## src/rtl/sram_pkg.sv

```systemverilog
`timescale 1ns / 1ps
// Shared types and constants for the byte-wide SRAM Wishbone front end.
package sram_pkg;

   localparam int unsigned SRAM_AW        = 14;
   localparam int unsigned BYTES_PER_WORD = 4;

   // Requester identifiers, also used as grant-vector indices.
   localparam logic PORT_IBUS = 1'b0;
   localparam logic PORT_DBUS = 1'b1;

   typedef enum logic [1:0] {
      IDLE,
      ACCESS,
      DRAIN,
      ACK
   } state_e;

   // Bit offset of byte lane n inside a 32-bit word.
   function automatic logic [4:0] lane_lsb(input logic [1:0] lane);
      return {lane, 3'b000};
   endfunction

endpackage

```

## src/rtl/sram_rr_arb2.sv

```systemverilog
`timescale 1ns / 1ps
// Two-requester round-robin arbiter with a last-granted pointer.
module sram_rr_arb2
   import sram_pkg::*;
(
   input  logic       clk_i,
   input  logic       rst_ni,
   input  logic [1:0] req_i,
   input  logic       en_i,
   output logic [1:0] gnt_o
);

   logic last_q;

   // A lone request wins outright; a tie goes to the port not granted last.
   always_comb begin
      gnt_o = req_i;
      if (req_i == 2'b11) begin
         gnt_o = (last_q == PORT_DBUS) ? 2'b01 : 2'b10;
      end
   end

   // Pointer follows the grant only when the owner accepts it.
   always_ff @(posedge clk_i or negedge rst_ni) begin
      if (!rst_ni) begin
         last_q <= PORT_DBUS;
      end else if (en_i && (|req_i)) begin
         last_q <= gnt_o[PORT_DBUS];
      end
   end

endmodule

```

## src/rtl/sram_wb_arbiter.sv

```systemverilog
`timescale 1ns / 1ps
// Shares one byte-wide SRAM port between the instruction and data
// Wishbone buses; each word access is split into four byte commands.
module sram_wb_arbiter
   import sram_pkg::*;
#(
   parameter int unsigned AW = SRAM_AW
) (
   input  logic          clk_i,
   input  logic          rst_ni,
   input  logic          ibus_cyc_i,
   input  logic [31:0]   ibus_adr_i,
   output logic [31:0]   ibus_rdt_o,
   output logic          ibus_ack_o,
   input  logic          dbus_cyc_i,
   input  logic          dbus_we_i,
   input  logic [3:0]    dbus_sel_i,
   input  logic [31:0]   dbus_adr_i,
   input  logic [31:0]   dbus_dat_i,
   output logic [31:0]   dbus_rdt_o,
   output logic          dbus_ack_o,
   output logic          sram_read_o,
   output logic          sram_write_o,
   output logic [AW-1:0] sram_addr_o,
   output logic [7:0]    sram_wdata_o,
   input  logic [7:0]    sram_rdata_i
);

   state_e        state_q;
   logic [1:0]    cnt_q;
   logic [1:0]    cnt_d;
   logic          port_q;
   logic [AW-3:0] adr_q;
   logic          we_q;
   logic [3:0]    sel_q;
   logic [31:0]   dat_q;

   logic          read_q;
   logic          write_q;
   logic [AW-1:0] addr_q;
   logic [7:0]    wdata_q;
   logic [31:0]   word_q;
   logic          ibus_ack_q;
   logic          dbus_ack_q;

   logic [1:0]    req;
   logic [1:0]    gnt;
   logic          arb_en;
   logic          gnt_dbus;
   logic [AW-3:0] adr_d;
   logic          we_d;
   logic [3:0]    sel_d;
   logic [31:0]   dat_d;

   logic          unused_adr_bits;

   assign unused_adr_bits = ^{ibus_adr_i[31:AW], ibus_adr_i[1:0],
                              dbus_adr_i[31:AW], dbus_adr_i[1:0]};

   assign req    = {dbus_cyc_i, ibus_cyc_i};
   assign arb_en = (state_q == IDLE);

   sram_rr_arb2 u_arb (
      .clk_i  (clk_i),
      .rst_ni (rst_ni),
      .req_i  (req),
      .en_i   (arb_en),
      .gnt_o  (gnt)
   );

   // Transaction parameters captured from whichever port wins in IDLE.
   always_comb begin
      gnt_dbus = gnt[PORT_DBUS];
      adr_d    = gnt_dbus ? dbus_adr_i[AW-1:2] : ibus_adr_i[AW-1:2];
      we_d     = gnt_dbus & dbus_we_i;
      sel_d    = gnt_dbus ? dbus_sel_i : 4'b0000;
      dat_d    = gnt_dbus ? dbus_dat_i : '0;
      cnt_d    = cnt_q + 2'd1;
   end

   // Access sequencer. Commands are registered one cycle ahead, so the
   // grant cycle already loads byte 0 and each ACCESS cycle loads the next.
   always_ff @(posedge clk_i or negedge rst_ni) begin
      if (!rst_ni) begin
         state_q    <= IDLE;
         cnt_q      <= '0;
         port_q     <= PORT_DBUS;
         adr_q      <= '0;
         we_q       <= 1'b0;
         sel_q      <= '0;
         dat_q      <= '0;
         read_q     <= 1'b0;
         write_q    <= 1'b0;
         addr_q     <= '0;
         wdata_q    <= '0;
         word_q     <= '0;
         ibus_ack_q <= 1'b0;
         dbus_ack_q <= 1'b0;
      end else begin
         ibus_ack_q <= 1'b0;
         dbus_ack_q <= 1'b0;
         unique case (state_q)
            IDLE: begin
               if (|gnt) begin
                  port_q  <= gnt_dbus;
                  adr_q   <= adr_d;
                  we_q    <= we_d;
                  sel_q   <= sel_d;
                  dat_q   <= dat_d;
                  cnt_q   <= '0;
                  read_q  <= ~we_d;
                  write_q <= we_d & sel_d[0];
                  addr_q  <= {adr_d, 2'b00};
                  wdata_q <= we_d ? dat_d[7:0] : '0;
                  state_q <= ACCESS;
               end
            end
            ACCESS: begin
               // Read data lags its command by one cycle.
               if (!we_q && (cnt_q != 2'd0)) begin
                  word_q[lane_lsb(cnt_q - 2'd1) +: 8] <= sram_rdata_i;
               end
               if (cnt_q == 2'(BYTES_PER_WORD - 1)) begin
                  read_q  <= 1'b0;
                  write_q <= 1'b0;
                  wdata_q <= '0;
                  state_q <= DRAIN;
               end else begin
                  cnt_q   <= cnt_d;
                  read_q  <= ~we_q;
                  write_q <= we_q & sel_q[cnt_d];
                  addr_q  <= {adr_q, cnt_d};
                  wdata_q <= we_q ? dat_q[lane_lsb(cnt_d) +: 8] : '0;
               end
            end
            DRAIN: begin
               if (!we_q) begin
                  word_q[lane_lsb(2'd3) +: 8] <= sram_rdata_i;
               end
               ibus_ack_q <= (port_q == PORT_IBUS);
               dbus_ack_q <= (port_q == PORT_DBUS);
               state_q    <= ACK;
            end
            ACK: begin
               state_q <= IDLE;
            end
            default: begin
               state_q <= IDLE;
            end
         endcase
      end
   end

   assign sram_read_o  = read_q;
   assign sram_write_o = write_q;
   assign sram_addr_o  = addr_q;
   assign sram_wdata_o = wdata_q;
   assign ibus_rdt_o   = word_q;
   assign dbus_rdt_o   = word_q;
   assign ibus_ack_o   = ibus_ack_q;
   assign dbus_ack_o   = dbus_ack_q;

endmodule

```

## config.mk

```make
export PLATFORM = sky130hd
export DESIGN_NAME = sram_wb_arbiter
export DESIGN_NICKNAME = d
export VERILOG_FILES = /design/src/rtl/sram_pkg.sv /design/src/rtl/sram_rr_arb2.sv /design/src/rtl/sram_wb_arbiter.sv
export SDC_FILE = /design/constraint.sdc
export NUM_CORES = 1
export LEC_CHECK = 0
export ABC_AREA = 1
export BUFFER_PORTS_ARGS = -buffer_cell sky130_fd_sc_hd__buf_2
export CAP_MARGIN = 20
export CORE_ASPECT_RATIO = 0.75
export CORE_UTILIZATION = 54
export CTS_CLUSTER_SIZE = 12
export DETAILED_ROUTE_END_ITERATION = 7
export MAX_ROUTING_LAYER = met4
export PLACE_DENSITY = 0.95
export SYNTH_ARGS = -nofsm -noshare
export SYNTH_HDL_FRONTEND = slang
export SYNTH_SLANG_ARGS = --single-unit
```

## constraint.sdc

```tcl
create_clock -name clk_i -period 3.3 [get_ports clk_i]
set_clock_uncertainty 0.2 [all_clocks]
set_input_delay 0.99 -clock clk_i [delete_from_list [all_inputs] [get_ports clk_i]]
set_output_delay 0.99 -clock clk_i [all_outputs]
set_load 0.01 [all_outputs]
```

==> insert_results.sql <==
INSERT INTO impl_metrics (metric_group, metric, value, unit) VALUES
('run_status', 'outcome', 'finished clean', ''),
('worst_setup_path', 'worst-r2r-cell-count', '6', ''),
('worst_setup_path', 'cp_data_arrival_time', '2.64', 'ns'),
('finish', 'area_delta_synth_final', '16.8', '%'),
('clock_network', 'maximum_level_of_the_cts_h_tree', '3', ''),
('placement', 'dp.final_hpwl', '9.38', 'mm'),
('finish', 'design_area', '6490', 'um2'),
('timing', 'worst_slew_pin_slew', '0.735', 'ns'),
('yosys', 'synth.cell_area', '5560', 'um2'),
('yosys', 'yosys.cell_types.count', '27', ''),
('route', 'detail_route.iter0.violations', '382', ''),
('global_route', 'grt_pass1_vias', '4521', ''),
('timing', 'post-route-period-util', '77.6', '%'),
('min_path', 'timing.hold.worst.start', 'sram_addr_o[7]$_DFFE_PN0P_', ''),
('die', 'top_level_ports', '203', ''),
('finish', 'register_area', '2750', 'um2'),
('die', 'initial_core_utilization', '56.6', '%'),
('clock_network', 'clock_tree.buffer_depth', '2', ''),
('global_route', 'gr-usage-all-layers', '26.2', '%'),
('clock_network', 'clk-insertion-delay-late', '0.35', 'ns'),
('die', 'floorplan.die.height', '89.9', 'um'),
('yosys', 'synth_fp_nets', '818', ''),
('yosys', 'post_synth_and_or_nand_nor_area_fraction', '25.9', '%'),
('route', 'drt-total-wl', '12.9', 'mm'),
('die', 'dieWidth', '119', 'um'),
('yosys', 'synth.yosys.warnings', '0', ''),
('global_route', 'global_route_wire_length_before_repair', '21.5', 'mm'),
('finish', 'multi_input_comb_area', '2140', 'um2'),
('yosys', 'ys_seq_elements', '110', ''),
('die', 'die-area', '10700', 'um2'),
('clock_network', 'cts.hold.buffers_added', '0', ''),
('yosys', 'synthAdderAreaFrac', '2.48', '%'),
('yosys', 'dominant_combinational_cell_family_by_area_after_synthesis', 'simple AND/OR/NAND/NOR gates', ''),
('yosys', 'yosysMostFrequentCell', 'sky130_fd_sc_hd__nand2_1', ''),
('yosys', 'sequential_element_share_of_the_synthesized_area', '49.5', '%'),
('yosys', 'synth_common_cells', 'sky130_fd_sc_hd__nand2_1 (277), sky130_fd_sc_hd__dfrtp_1 (109), sky130_fd_sc_hd__inv_1 (65), sky130_fd_sc_hd__buf_4 (36), sky130_fd_sc_hd__o21ai_0 (35)', ''),
('min_path', 'timing.hold.worst_endpoint', 'sram_addr_o[7]$_DFFE_PN0P_', ''),
('yosys', 'synth_area_in_compound_gates', '9.84', '%'),
('route', 'first_pass_iters', '4', ''),
('yosys', 'yosys_most_used_dff', 'sky130_fd_sc_hd__dfrtp_1', ''),
('global_route', 'globalRouteOverflowTotal', '0', ''),
('worst_setup_path', 'critical_path.max_fanout', '13', ''),
('worst_setup_path', 'worstSetupStartpointType', 'register', ''),
('job', 'timing.max_cap.violations', '0', ''),
('yosys', 'ys_async_sr_fraction', '100', '%'),
('timing', 'finalSetupViolCount', '0', ''),
('clock_network', 'cts.repair_timing.setup_buffer_count', '0', ''),
('worst_setup_path', 'timing.critical_path.to_type', 'register', ''),
('pwr', 'power.density_cell_area', '938', 'nW/um2'),
('yosys', 'synth.largest_area_cell', 'sky130_fd_sc_hd__dfrtp_1', ''),
('route', 'wirelength_per_cell', '13.6', 'um'),
('timing', 'fin_crit', '2.56', 'ns'),
('clock_network', 'worst_path_clk_slew', '0.07', 'ns'),
('yosys', 'post_synth_edffs', '0', ''),
('yosys', 'post_synth_main_area_contributors', 'sky130_fd_sc_hd__dfrtp_1 (49%), sky130_fd_sc_hd__nand2_1 (19%), sky130_fd_sc_hd__buf_4 (4.9%)', ''),
('worst_setup_path', 'r2r_end', 'dbus_rdt_o[3]$_DFFE_PN0P_', ''),
('clock_network', 'tritoncts_num_sinks', '110', ''),
('route', 'num_vias', '4920', ''),
('finish', 'fin_nets', '941', ''),
('worst_setup_path', 'crit-reg2reg-launch', 'sram_addr_o[1]$_DFFE_PN0P_', ''),
('pwr', 'max-vdd-ir-drop', '0.000417', 'V'),
('pwr', 'cellLeakagePower', '3.63', 'nW'),
('route', 'drc', '0', ''),
('timing', 'timing_hold_violations_final', '0', ''),
('worst_setup_path', 'cp.required', '3.38', 'ns'),
('route', 'viasPerCell', '5.15', ''),
('placement', 'globalplace.congestion', '0.882', ''),
('die', 'core-area', '9810', 'um2'),
('yosys', 'synthMuxAreaShare', '0', '%'),
('route', 'drt.antenna.violating_nets', '0', ''),
('min_path', 'min_path_cells', '2', '');
-- power breakdown --
group	total (mW)	switching, mW	internal [mW]
logic	2.80	1.80	1.00
clock network	0.985	0.471	0.514
registers	2.30	0.331	1.97
-- cells by family (layout without fill, tap and decap cells) --
group,Yosys count,in the layout
other,0,1
AO/OA/AOI/OAI,95,95
adder cells (fa/ha/maj),11,11
buffers and inverters,131,259
AND/OR/NAND/NOR,347,347
flip-flops,110,110
-- worst max-delay path, cell delays in order (launching register included) --
cell	delay, ns
sky130_fd_sc_hd__dfrtp_1	0.44
sky130_fd_sc_hd__inv_1	0.14
sky130_fd_sc_hd__ha_1	0.57
sky130_fd_sc_hd__inv_1	0.35
sky130_fd_sc_hd__nor3_2	0.53
sky130_fd_sc_hd__nand3_1	0.17
sky130_fd_sc_hd__nand2_1	0.09
-- area by class of cell --
type | instances | share of cell area, %
diodes | 1 | 0.0385
clock buffers | 13 | 3.70
clock inverters | 3 | 0.328
inverters | 73 | 4.26
multi-input cells | 453 | 32.9
flip-flops and latches | 110 | 42.4
well taps | 132 | 2.54
repair buffers | 170 | 13.8
-- layer usage --
| metal | track usage [%] | wire [um] | vias up |
|---|---|---|---|
| li1 | - | - | 2401 |
| met1 | 32.9 | 5420 | 2291 |
| met2 | 42.3 | 6350 | 207 |
| met3 | 5.52 | 952 | 21 |
| met4 | 8.44 | 222 | 0 |
| met5 | - | 0 | - |
-- how the worst max path moves through the flow --
stage | endpoint | slack, ns | start
after floorplan | dbus_rdt_o[16]$_DFFE_PN0P_ | 1.26 | cnt_q[0]$_DFFE_PN0P_
after global placement | sram_addr_o[13]$_DFFE_PN0P_ | 0.78 | ibus_cyc_i
after detailed placement | sram_addr_o[6]$_DFFE_PN0P_ | 0.72 | ibus_cyc_i
after CTS | dbus_rdt_o[3]$_DFFE_PN0P_ | 0.75 | sram_addr_o[1]$_DFFE_PN0P_
after global routing | dbus_rdt_o[3]$_DFFE_PN0P_ | 0.50 | sram_addr_o[1]$_DFFE_PN0P_
final | dbus_rdt_o[3]$_DFFE_PN0P_ | 0.74 | sram_addr_o[1]$_DFFE_PN0P_
-- flip-flops by register name (all words and copies together), names as in the netlist --
| register | count |
|---|---|
| adr_q | 12 |
| cnt_q | 1 |
| dat_q | 32 |
| dbus_ack_o | 1 |
| dbus_rdt_o | 32 |
| ibus_ack_o | 1 |
| port_q | 1 |
| sel_q | 4 |
| sram_addr_o | 13 |
| sram_read_o | 1 |
| sram_wdata_o | 8 |
| sram_write_o | 1 |
| state_q | 2 |
| we_q | 1 |
-- through the flow --
step / power [mW] / instances / utilization, %
2_1_floorplan: 4.41 / 694 / -
3_3_place_gp: 5.00 / 938 / 63.5
3_5_place_dp: 5.13 / 938 / 63.5
4_1_cts: 6.13 / 954 / 66.1
5_1_grt: 6.60 / 955 / 66.2
6_report: 6.09 / 955 / 66.2
-- layout by cell type (no fill, tap or decap) --
| cell | n |
|---|---|
| sky130_fd_sc_hd__nor2_1 | 18 |
| sky130_fd_sc_hd__clkinv_1 | 1 |
| sky130_fd_sc_hd__nand2_2 | 1 |
| sky130_fd_sc_hd__o21ai_1 | 22 |
| sky130_fd_sc_hd__o31ai_1 | 16 |
| sky130_fd_sc_hd__diode_2 | 1 |
| sky130_fd_sc_hd__o21ai_0 | 35 |
| sky130_fd_sc_hd__o22ai_1 | 19 |
| sky130_fd_sc_hd__or2_2 | 6 |
| sky130_fd_sc_hd__nor2_4 | 3 |
| sky130_fd_sc_hd__clkinvlp_4 | 1 |
| sky130_fd_sc_hd__dfstp_2 | 1 |
| sky130_fd_sc_hd__nor2_2 | 2 |
| sky130_fd_sc_hd__clkinv_4 | 1 |
| sky130_fd_sc_hd__o21ai_2 | 2 |
| sky130_fd_sc_hd__clkbuf_16 | 9 |
| sky130_fd_sc_hd__clkinv_2 | 1 |
| sky130_fd_sc_hd__inv_1 | 65 |
| sky130_fd_sc_hd__nor3b_4 | 1 |
| sky130_fd_sc_hd__nor3_2 | 2 |
| sky130_fd_sc_hd__o21ai_4 | 1 |
| sky130_fd_sc_hd__nand3_1 | 34 |
| sky130_fd_sc_hd__clkbuf_1 | 4 |
| sky130_fd_sc_hd__inv_2 | 6 |
| sky130_fd_sc_hd__nand2_4 | 3 |
| sky130_fd_sc_hd__nand2_1 | 277 |
| sky130_fd_sc_hd__inv_4 | 1 |
| sky130_fd_sc_hd__buf_4 | 7 |
| sky130_fd_sc_hd__buf_2 | 161 |
| sky130_fd_sc_hd__dfrtp_1 | 109 |
| sky130_fd_sc_hd__buf_12 | 2 |
| sky130_fd_sc_hd__ha_1 | 11 |
No activity file was read; power rests on OpenSTA's default activity.
